### config.mk
export PLATFORM = sky130hd
export DESIGN_NAME = uart_tx_arbiter_flat
export DESIGN_NICKNAME = d
export VERILOG_FILES = /design/src/rtl/uart_tx_arbiter_if.sv /design/src/rtl/uart_tx_arbiter.sv /design/src/flat_wrapper.sv
export SDC_FILE = /design/constraint.sdc
export NUM_CORES = 1
export LEC_CHECK = 0
export ABC_AREA = 1
export CAP_MARGIN = 25
export CELL_PAD_IN_SITES_DETAIL_PLACEMENT = 1
export CELL_PAD_IN_SITES_GLOBAL_PLACEMENT = 1
export CORE_MARGIN = 5
export CORE_UTILIZATION = 29
export DETAILED_ROUTE_END_ITERATION = 8
export PLACE_DENSITY = 0.78
export SYNTH_ARGS = -nofsm -noshare
export SYNTH_HDL_FRONTEND = slang
export SYNTH_SLANG_ARGS = --single-unit
export TNS_END_PERCENT = 5
### constraint.sdc
create_clock -name clk -period 2.6 [get_ports clk]
set_input_delay 0.52 -clock clk [delete_from_list [all_inputs] [get_ports clk]]
set_output_delay 0.52 -clock clk [all_outputs]
set_load 0.02 [all_outputs]
### src/rtl/uart_tx_arbiter_if.sv
// Handshake bundle linking the per-channel TX FIFOs, the round-robin arbiter and the UART transmitter.
// The master modport is the arbiter's view. The slave modport is the view of the surrounding FIFOs and transmitter.
interface uart_tx_arbiter_if #(
  parameter int NUM_REQ   = 4,
  parameter int DATA_SIZE = 8,
  parameter int IDX_SIZE  = $clog2(NUM_REQ)
);
  logic                         enable;
  logic [NUM_REQ-1:0]           req_empty;
  logic [NUM_REQ*DATA_SIZE-1:0] req_data;
  logic [NUM_REQ-1:0]           rd_en;
  logic                         tx_start;
  logic [DATA_SIZE-1:0]         tx_data;
  logic                         tx_done_tick;
  logic [IDX_SIZE-1:0]          grant_idx;
  logic                         busy;
  logic                         frame_done_tick;
  logic                         timeout_err;

  modport master (
    input  enable, req_empty, req_data, tx_done_tick,
    output rd_en, tx_start, tx_data, grant_idx, busy, frame_done_tick, timeout_err
  );

  modport slave (
    output enable, req_empty, req_data, tx_done_tick,
    input  rd_en, tx_start, tx_data, grant_idx, busy, frame_done_tick, timeout_err
  );
endinterface

### src/rtl/uart_tx_arbiter.sv
// Round-robin scheduler sharing one UART transmitter among NUM_REQ FWFT byte FIFOs.
// Optional SEND watchdog: define UART_ARB_TIMEOUT_EN (otherwise timeout_err is tied 0).
module uart_tx_arbiter #(
  parameter int NUM_REQ   = 4,
  parameter int DATA_SIZE = 8,
  parameter int IDX_SIZE  = $clog2(NUM_REQ),
  parameter int TIMEOUT_W = 20
) (
  input  logic              clk,
  input  logic              reset_n,
  uart_tx_arbiter_if.master bus
);

  typedef enum logic [1:0] {
    IDLE = 2'b00,
    SEND = 2'b01
  } state_e;

  localparam logic [IDX_SIZE-1:0] PTR_RST = IDX_SIZE'(NUM_REQ - 1);

  state_e               state_q, state_d;
  logic [IDX_SIZE-1:0]  ptr_q, ptr_d;
  logic [IDX_SIZE-1:0]  grant_q, grant_d;
  logic [NUM_REQ-1:0]   rd_en_q, rd_en_d;
  logic                 tx_start_q, tx_start_d;
  logic [DATA_SIZE-1:0] tx_data_q, tx_data_d;
  logic                 busy_q, busy_d;
  logic                 frame_done_q, frame_done_d;
  logic                 done_d_q;
  logic                 done_rise;

  logic [NUM_REQ-1:0]   has_data;
  logic [DATA_SIZE-1:0] head [NUM_REQ];
  logic [IDX_SIZE-1:0]  winner;
  logic                 found;
  int                   cand;

`ifdef UART_ARB_TIMEOUT_EN
  logic [TIMEOUT_W-1:0] wd_q, wd_d;
  logic                 timeout_err_q, timeout_err_d;
`endif

  assign has_data  = ~bus.req_empty;
  assign done_rise = bus.tx_done_tick & ~done_d_q;

  for (genvar i = 0; i < NUM_REQ; i++) begin : g_head
    assign head[i] = bus.req_data[i*DATA_SIZE +: DATA_SIZE];
  end

  // Search starts just after the last winner and wraps, so each requester waits at most NUM_REQ-1 frames
  always_comb begin
    found  = 1'b0;
    winner = ptr_q;
    cand   = 0;
    for (int k = 1; k <= NUM_REQ; k++) begin
      cand = int'(ptr_q) + k;
      if (cand >= NUM_REQ) cand = cand - NUM_REQ;
      if (!found && has_data[cand[IDX_SIZE-1:0]]) begin
        found  = 1'b1;
        winner = cand[IDX_SIZE-1:0];
      end
    end
  end

  always_comb begin
    state_d      = state_q;
    ptr_d        = ptr_q;
    grant_d      = grant_q;
    tx_data_d    = tx_data_q;
    tx_start_d   = tx_start_q;
    busy_d       = busy_q;
    rd_en_d      = '0;
    frame_done_d = 1'b0;
`ifdef UART_ARB_TIMEOUT_EN
    wd_d          = wd_q;
    timeout_err_d = timeout_err_q;
`endif
    case (state_q)
      IDLE: begin
        tx_start_d = 1'b0;
        busy_d     = 1'b0;
        if (bus.enable && found) begin
          state_d         = SEND;
          ptr_d           = winner;
          grant_d         = winner;
          tx_data_d       = head[winner];
          rd_en_d[winner] = 1'b1;
          tx_start_d      = 1'b1;
          busy_d          = 1'b1;
`ifdef UART_ARB_TIMEOUT_EN
          wd_d            = '0;
`endif
        end
      end
      SEND: begin
        // tx_done_tick may be held for several cycles; only its rising edge ends the frame
        if (done_rise) begin
          state_d      = IDLE;
          tx_start_d   = 1'b0;
          busy_d       = 1'b0;
          frame_done_d = 1'b1;
        end
`ifdef UART_ARB_TIMEOUT_EN
        else begin
          wd_d = wd_q + 1'b1;
          if (&wd_d) begin
            state_d       = IDLE;
            tx_start_d    = 1'b0;
            busy_d        = 1'b0;
            timeout_err_d = 1'b1;
          end
        end
`endif
      end
      default: begin
        state_d    = IDLE;
        tx_start_d = 1'b0;
        busy_d     = 1'b0;
      end
    endcase
  end

  always_ff @(posedge clk or negedge reset_n) begin
    if (!reset_n) begin
      state_q      <= IDLE;
      ptr_q        <= PTR_RST;
      grant_q      <= '0;
      tx_data_q    <= '0;
      tx_start_q   <= 1'b0;
      busy_q       <= 1'b0;
      rd_en_q      <= '0;
      frame_done_q <= 1'b0;
      done_d_q     <= 1'b0;
    end else begin
      state_q      <= state_d;
      ptr_q        <= ptr_d;
      grant_q      <= grant_d;
      tx_data_q    <= tx_data_d;
      tx_start_q   <= tx_start_d;
      busy_q       <= busy_d;
      rd_en_q      <= rd_en_d;
      frame_done_q <= frame_done_d;
      done_d_q     <= bus.tx_done_tick;
    end
  end

`ifdef UART_ARB_TIMEOUT_EN
  always_ff @(posedge clk or negedge reset_n) begin
    if (!reset_n) begin
      wd_q          <= '0;
      timeout_err_q <= 1'b0;
    end else begin
      wd_q          <= wd_d;
      timeout_err_q <= timeout_err_d;
    end
  end

  assign bus.timeout_err = timeout_err_q;
`else
  assign bus.timeout_err = 1'b0;
`endif

  assign bus.rd_en           = rd_en_q;
  assign bus.tx_start        = tx_start_q;
  assign bus.tx_data         = tx_data_q;
  assign bus.grant_idx       = grant_q;
  assign bus.busy            = busy_q;
  assign bus.frame_done_tick = frame_done_q;

endmodule

### src/flat_wrapper.sv
// flat-port wrapper written by rule: the top's interface ports become plain ports
module uart_tx_arbiter_flat 
#(
  parameter int NUM_REQ   = 4,
  parameter int DATA_SIZE = 8,
  parameter int IDX_SIZE  = $clog2(NUM_REQ),
  parameter int TIMEOUT_W = 20
)
  (clk, reset_n, bus_enable, bus_req_empty, bus_req_data, bus_tx_done_tick, bus_rd_en, bus_tx_start, bus_tx_data, bus_grant_idx, bus_busy, bus_frame_done_tick, bus_timeout_err);
  uart_tx_arbiter_if #(.NUM_REQ(NUM_REQ), .DATA_SIZE(DATA_SIZE), .IDX_SIZE(IDX_SIZE)) bus_i ();
  input  logic clk;
  input  logic reset_n;
  input wire logic [$bits(bus_i.enable)-1:0] bus_enable;
  input wire logic [$bits(bus_i.req_empty)-1:0] bus_req_empty;
  input wire logic [$bits(bus_i.req_data)-1:0] bus_req_data;
  input wire logic [$bits(bus_i.tx_done_tick)-1:0] bus_tx_done_tick;
  output wire logic [$bits(bus_i.rd_en)-1:0] bus_rd_en;
  output wire logic [$bits(bus_i.tx_start)-1:0] bus_tx_start;
  output wire logic [$bits(bus_i.tx_data)-1:0] bus_tx_data;
  output wire logic [$bits(bus_i.grant_idx)-1:0] bus_grant_idx;
  output wire logic [$bits(bus_i.busy)-1:0] bus_busy;
  output wire logic [$bits(bus_i.frame_done_tick)-1:0] bus_frame_done_tick;
  output wire logic [$bits(bus_i.timeout_err)-1:0] bus_timeout_err;
  assign bus_i.enable = bus_enable;
  assign bus_i.req_empty = bus_req_empty;
  assign bus_i.req_data = bus_req_data;
  assign bus_i.tx_done_tick = bus_tx_done_tick;
  assign bus_rd_en = bus_i.rd_en;
  assign bus_tx_start = bus_i.tx_start;
  assign bus_tx_data = bus_i.tx_data;
  assign bus_grant_idx = bus_i.grant_idx;
  assign bus_busy = bus_i.busy;
  assign bus_frame_done_tick = bus_i.frame_done_tick;
  assign bus_timeout_err = bus_i.timeout_err;
  uart_tx_arbiter #(.NUM_REQ(NUM_REQ), .DATA_SIZE(DATA_SIZE), .IDX_SIZE(IDX_SIZE), .TIMEOUT_W(TIMEOUT_W)) u_core (.clk(clk), .reset_n(reset_n), .bus(bus_i));
endmodule
==> flow_metrics.py, run 1 <==
metrics = {
    "final_layout": {
        "layout_commonest_cell": "nand2_1",
        "area_delta_synth_final_pct": 45.0,
        "final_nets": 319,
        "final_cell_mix": "88 x nand2_1, 56 x clkdlybuf4s50_1, 47 x nand3_1, 24 x inv_1, 18 x dfrtp_1",
        "diodes": 0,
        "final_layout_size_suffix_gt1_share_pct": 10.4,
        "fin_util_pct": 43.8,
    },
    "global_route": {
        "grt_pass1_vias": 1613,
        "grt_first_pass_wirelength_mm": 7.38,
        "antenna_found_initial": 0,
        "grt.total_usage_pct": 14.3,
        "overflow": 0,
        "grt_max_degree": 21,
    },
    "timing": {
        "setup-tns-final_ns": 0,
        "finalClockSkew_ns": 0.000464,
        "period_needed_ns": 2.19,
        "fin_crit_sh_pct": 84.2,
        "grt_setup_unrepaired": "false",
        "fmax_mhz": 457,
        "drv_slew": 0,
        "setup_viol": 0,
        "hold_viol_final": 0,
    },
    "worst_setup_path": {
        "critPathMaxStageDelay_ns": 0.54,
        "worstSetupPathType": "register to register",
        "worstPathCellList": "inv_2, nand2_1, nand2_2, nand2_1, nand2_4, nand2_1, nor2_1, o21ai_1, nand3_1, inv_2, nand2_1, o21ai_1",
        "crit_slowest_cell": "dfstp_2",
        "end_kind": "register",
        "worstPathMaxFanout": 12,
        "crit_arrival_ns": 2.37,
        "cpMostUsedCell": "nand2_1",
        "start_kind": "register",
        "cp.required_ns": 2.78,
    },
    "clocking": {
        "cts_hold_buf": 0,
        "clockBufferDepth": 2,
        "cts_setup_buffers": 0,
        "ctsResizeCount": 0,
        "clock_latency_ns": 0.25,
        "htreeDepth": 1,
        "cts_sinks": 20,
        "cts_made_buffers": 3,
        "cts_root_buffer": "clkbuf_8",
        "clk_pin_slew_ns": 0.07,
        "cts_tree": "built",
    },
    "power": {
        "swShare_pct": 53.3,
        "powerDensity_mw_per_mm2": 1310,
        "pwr-share-clk_pct": 8.4,
        "combPwrFrac_pct": 72.5,
        "power_frac_seq_pct": 19.1,
        "switching_power_mw": 1.47,
        "leakage_nw": 1.11,
        "peakVddDrop_mv": 0.411,
        "internal-power_mw": 1.29,
    },
    "logic_synthesis": {
        "synthCells": 224,
        "ys_ff_latch": 20,
        "synth_top_family_by_area": "simple AND/OR/NAND/NOR gates",
        "yosysSeqAreaShare_pct": 34.8,
        "synth_xor_area_share_pct": 0,
        "synth_compound_area_share_pct": 2.25,
        "yosys.area_share.simple_pct": 49.2,
        "syn-cell-area_sq_mm": 0.00145,
        "synthDistinctLibCells": 20,
        "synth_top_area_share_pct": 31.1,
        "synth_fa_ha_area_share_pct": 0,
        "syn_nets": 264,
        "synth_edf_count": 0,
        "postSynth.asyncResetShare_pct": 100,
        "post-synth-top-area-cell": "dfrtp_1",
        "synth_area_per_cell_sq_um": 6.46,
        "synth.mux.area_fraction_pct": 0,
        "synth_flop_cell": "dfrtp_1",
        "synth.area.top_cells": "dfrtp_1 31%, nand2_1 23%, nand3_1 16%, inv_1 6.2%, nand2_2 3.9%",
        "ys_warn_count": 0,
    },
    "min_path": {
        "hold_path_class": "register to register",
    },
    "routing": {
        "totalWireLength_mm": 4.29,
        "firstDrtPassIters": 4,
        "drc": 0,
        "wl_per_cell_um": 12.4,
        "detail_route.iter0.violations": 47,
        "ant_nets": 0,
        "via_per_inst": 4.52,
        "vias": 1558,
    },
    "die": {
        "core_area_sq_mm": 0.00479,
        "initial_utilization_pct": 30.2,
        "placementRows": 25,
        "ios": 58,
        "fp.dieH_um": 80.6,
        "die-area_sq_mm": 0.00650,
        "fp.dieW_um": 80.6,
    },
    "placed_design": {
        "gp_congestion": 0.765,
        "portBuffers": 56,
        "dp_hpwl_mm": 3.50,
    },
    "run": {
        "cap_viol_max_count": 0,
    },
    "run_status": {
        "status": "completed",
    },
}
==> Yosys cell counts, types with 2 or more instances <==
cell     number
buf_2         3
buf_4         5
buf_6         3
dfrtp_1      18
dfstp_2       2
inv_1        24
inv_2         5
nand2_1      88
nand2_2       9
nand3_1      47
nand4_2       2
nor2_1        7
nor3_1        2
o21ai_1       3
==> worst paths after layout <==
| path | start | endpoint | slack (ns) | cells after the start |
|---|---|---|---|---|
| setup / recovery | u_core.ptr_q[0]$_DFFE_PN1P_ | u_core.ptr_q[0]$_DFFE_PN1P_ | 0.41 | 12 |
| hold / removal | u_core.done_d_q$_DFF_PN0_ | u_core.bus.frame_done_tick$_DFF_PN0_ | 0.43 | 1 |
| setup reg to reg | u_core.ptr_q[0]$_DFFE_PN1P_ | u_core.ptr_q[0]$_DFFE_PN1P_ | 0.41 | 12 |
| hold reg to reg | u_core.done_d_q$_DFF_PN0_ | u_core.bus.frame_done_tick$_DFF_PN0_ | 0.43 | 1 |
| max in group asynchronous | reset_n | u_core.ptr_q[0]$_DFFE_PN1P_ | 1.74 | 2 |
| min in group asynchronous | reset_n | u_core.bus.grant_idx[0]$_DFFE_PN0P_ | 0.60 | 2 |
==> cells by family (layout without fill, tap and decap cells) <==
logic type,after synthesis,count (layout)
buffers and inverters,40,94
DFF,20,20
AOI/OAI and AO/OA,6,6
and+or+nand+nor,157,157
other,1,1
==> power by group through the flow <==
| stage | sequential (mW) | combinational (mW) | clock, mW |
|---|---|---|---|
| 3_3_place_gp | 0.530 | 1.98 | 0 |
| 6_report | 0.525 | 2.00 | 0.231 |
| 4_1_cts | 0.528 | 2.04 | 0.237 |
| 5_1_grt | 0.546 | 2.25 | 0.247 |
| 3_5_place_dp | 0.532 | 2.03 | 0 |
| 2_1_floorplan | 0.643 | 1.37 | 0 |
==> routing by layer <==
| layer | vias to the layer above | global-route usage [%] | share of wire (%) |
|---|---|---|---|
| met4 | 0 | 3.04 | 0.95 |
| li1 | 803 | - | - |
| met1 | 708 | 18.3 | 46 |
| met2 | 42 | 24.2 | 48 |
| met5 | - | 0 | 0 |
| met3 | 5 | 3.48 | 5.7 |
==> final cells by class <==
class                   count  area, sq um
clock buffers               4         55.1
fillers                   633         2690
inverters                  29          109
multi-input cells         164          748
flip-flops and latches     20          503
well taps                  67         83.8
repair buffers             61          598
==> flip-flops by register name (all words and copies together), names as in the netlist <==
| name | count |
|---|---|
| u_core.bus.frame_done_tick | 1 |
| u_core.bus.tx_start | 1 |
| u_core.done_d_q | 1 |
| u_core.bus.tx_data | 8 |
| u_core.bus.grant_idx | 2 |
| u_core.bus.rd_en | 4 |
| u_core.ptr_q | 2 |
| u_core.state_q | 1 |
==> per-stage QoR <==
stage	cells	power, mW	instance area (sq um)	setup slack (ns)	hold slack (ns)
floorplan	224	2.01	1450	0.793	0.224
global placement	341	2.51	2040	0.248	0.405
detailed placement	341	2.57	2040	0.171	0.411
CTS	345	2.80	2100	0.402	0.431
global route	345	3.04	2100	0.213	0.453
finish	345	2.75	2100	0.412	0.428
==> critical path: cells and delay by family (launching register included) <==
kind                   cells  cell delay [ns]
AND/OR/NAND/NOR            8             0.98
AO/OA/AOI/OAI              2             0.22
flip-flops                 1             0.54
buffers and inverters      2             0.37
Power figures use the tool's default switching activity.
==> run 2, diff against run 1 <==
==> constraint.sdc (replaced) <==
create_clock -name clk -period 2.1 [get_ports clk]
set_input_delay 0.42 -clock clk [delete_from_list [all_inputs] [get_ports clk]]
set_output_delay 0.42 -clock clk [all_outputs]
set_load 0.02 [all_outputs]
==> run 2 against run 1 <==
Utilization rose by 3.0 points. Clock-buffer cell count is the same. Sequential power increased by 28%. Flip-flop and latch count stayed put. Combinational power up 45%. Critical path depth is 2 higher. Die area unchanged. Hold slack about the same. Routed wire length increased by 2.6%. Clock skew up 0.0022 ns. Clock power rose by 25%.
==> flow_metrics.py, run 2 (same netlist as run 1, synthesis figures left out) <==
metrics = {
    "final_layout": {
        "seq_area_sq_um": 503,
        "fillers": 620,
        "instances_no_fill": 354,
        "layout_commonest_cell": "nand2_1",
        "fin_area_sq_mm": 0.00224,
        "multi_input_area_sq_um": 771,
        "diodes": 0,
        "final_cell_mix": "85 x nand2_1, 56 x clkdlybuf4s50_1, 46 x nand3_1, 24 x inv_1, 18 x dfrtp_1",
        "largest_reg_flops": 8,
        "final_layout_size_suffix_gt1_share_pct": 15.0,
        "area_delta_synth_final_pct": 55.0,
        "final_nets": 328,
    },
    "timing": {
        "grt_setup_unrepaired": "true",
        "fin_crit_sh_pct": 93.9,
        "setup_viol": 0,
        "fmax_mhz": 507,
        "finalClockSkew_ns": 0.00270,
        "drv_slew": 0,
        "worst_slack_ns": 0.129,
        "period_needed_ns": 1.97,
        "hold_viol_final": 0,
    },
    "global_route": {
        "grt_first_pass_wirelength_mm": 7.16,
        "grt_max_degree": 21,
        "met3_usage_pct": 2.58,
        "grt.total_usage_pct": 13.7,
        "overflow": 0,
        "use_met1_pct": 16.5,
        "busiest_layer": "met2",
        "globalRouteMet2Util_pct": 25.9,
        "antenna_found_initial": 0,
        "grt_pass1_vias": 1629,
    },
    "clocking": {
        "clockBufferDepth": 2,
        "cts_tree": "built",
        "clk_pin_slew_ns": 0.07,
        "htreeDepth": 1,
        "clock_latency_ns": 0.25,
        "cts_sinks": 20,
        "cts_setup_buffers": 0,
        "ctsResizeCount": 0,
        "cts_made_buffers": 3,
        "cts_root_buffer": "clkbuf_8",
        "cts_hold_buf": 0,
    },
    "die": {
        "placementRows": 25,
        "fp.dieH_um": 80.6,
        "initial_utilization_pct": 30.2,
        "core_area_sq_mm": 0.00479,
        "die-area_sq_mm": 0.00650,
        "ios": 58,
        "fp.dieW_um": 80.6,
    },
    "worst_setup_path": {
        "crit_start": "u_core.ptr_q[0]$_DFFE_PN1P_",
        "cpMostUsedCell": "nand2_1",
        "start_kind": "register",
        "crit_arrival_ns": 2.12,
        "r2r_start": "u_core.ptr_q[0]$_DFFE_PN1P_",
        "end_kind": "register",
        "endpoint": "u_core.bus.tx_data[3]$_DFFE_PN0P_",
        "worstPathCellList": "buf_6, nand2_1, nand2_2, nand2_2, buf_4, nand3_1, nand2_1, nand2_2, buf_6, nand3_1, nand3_1, nand2_1, nand2_1, nand2_1",
        "cp.buffers_inverters": 3,
        "critical_path_depth": 14,
        "worstPathMaxFanout": 10,
        "cpLargestDelayFamily": "simple AND/OR/NAND/NOR gates",
        "critPathMaxStageDelay_ns": 0.64,
        "crit_slowest_cell": "dfstp_2",
        "worstSetupPathType": "register to register",
        "timing.reg2reg.setup_slack_ns": 0.13,
        "cp.required_ns": 2.25,
        "timing.rr.end": "u_core.bus.tx_data[3]$_DFFE_PN0P_",
        "worst_r2r_path_depth": 14,
    },
    "placed_design": {
        "gp_congestion": 0.801,
        "place_ws_ns": -0.121,
        "dp.cells": 350,
        "place_area_sq_mm": 0.00215,
        "dp_hpwl_mm": 3.60,
        "portBuffers": 56,
    },
    "power": {
        "leakage_nw": 1.18,
        "powerDensity_mw_per_mm2": 1720,
        "power_mw": 3.87,
        "peakVddDrop_mv": 0.552,
    },
    "routing": {
        "vias": 1620,
        "firstDrtPassIters": 4,
        "totalWireLength_mm": 4.41,
        "wl_per_cell_um": 12.4,
        "via_per_inst": 4.58,
        "drc": 0,
        "detail_route.iter0.violations": 27,
        "ant_nets": 0,
    },
    "run": {
        "cap_viol_max_count": 0,
    },
    "min_path": {
        "hold_path_class": "register to register",
    },
    "run_status": {
        "status": "completed",
    },
}
-- run 2: worst min path at each step --
stage / startpoint / endpoint / slack [ns] / cells past startpoint
finish: u_core.done_d_q$_DFF_PN0_ / u_core.bus.frame_done_tick$_DFF_PN0_ / 0.43 / 1
global placement: u_core.done_d_q$_DFF_PN0_ / u_core.bus.frame_done_tick$_DFF_PN0_ / 0.42 / 1
detailed placement: u_core.done_d_q$_DFF_PN0_ / u_core.bus.frame_done_tick$_DFF_PN0_ / 0.42 / 1
floorplan: reset_n / u_core.bus.frame_done_tick$_DFF_PN0_ / 0.12 / 0
global route: u_core.done_d_q$_DFF_PN0_ / u_core.bus.frame_done_tick$_DFF_PN0_ / 0.44 / 1
CTS: u_core.done_d_q$_DFF_PN0_ / u_core.bus.frame_done_tick$_DFF_PN0_ / 0.43 / 1
-- run 2: layer usage --
layer	part of all wire, %	up-vias
met5	0	-
met2	51	43
met1	44	751
li1	-	824
met4	0.41	0
met3	5.1	2
-- run 2: metrics by stage --
step | TNS, ns | util (%) | hold WS (ns)
2_1_floorplan | 0 | - | 0.124
3_3_place_gp | -0.109 | 44.9 | 0.419
3_5_place_dp | -0.677 | 44.9 | 0.423
4_1_cts | 0 | 46.0 | 0.433
5_1_grt | -0.0267 | 46.8 | 0.441
6_report | 0 | 46.8 | 0.428
-- run 2: report_power, final --
part / total [mW] / leakage, nW / switching, mW / internal (mW)
combinational: 2.91 / 0.904 / 1.69 / 1.22
sequential: 0.670 / 0.250 / 0.110 / 0.559
clock: 0.289 / 0.0288 / 0.122 / 0.167
total: 3.87 / 1.18 / 1.92 / 1.95
-- run 2: layout make-up --
type	count	share of cell area (%)
Sequential cell	20	22.4
Multi-Input combinational cell	164	34.4
Tap cell	67	3.74
Inverter	29	4.97
Timing Repair Buffer	70	32.0
Clock buffer	4	2.46
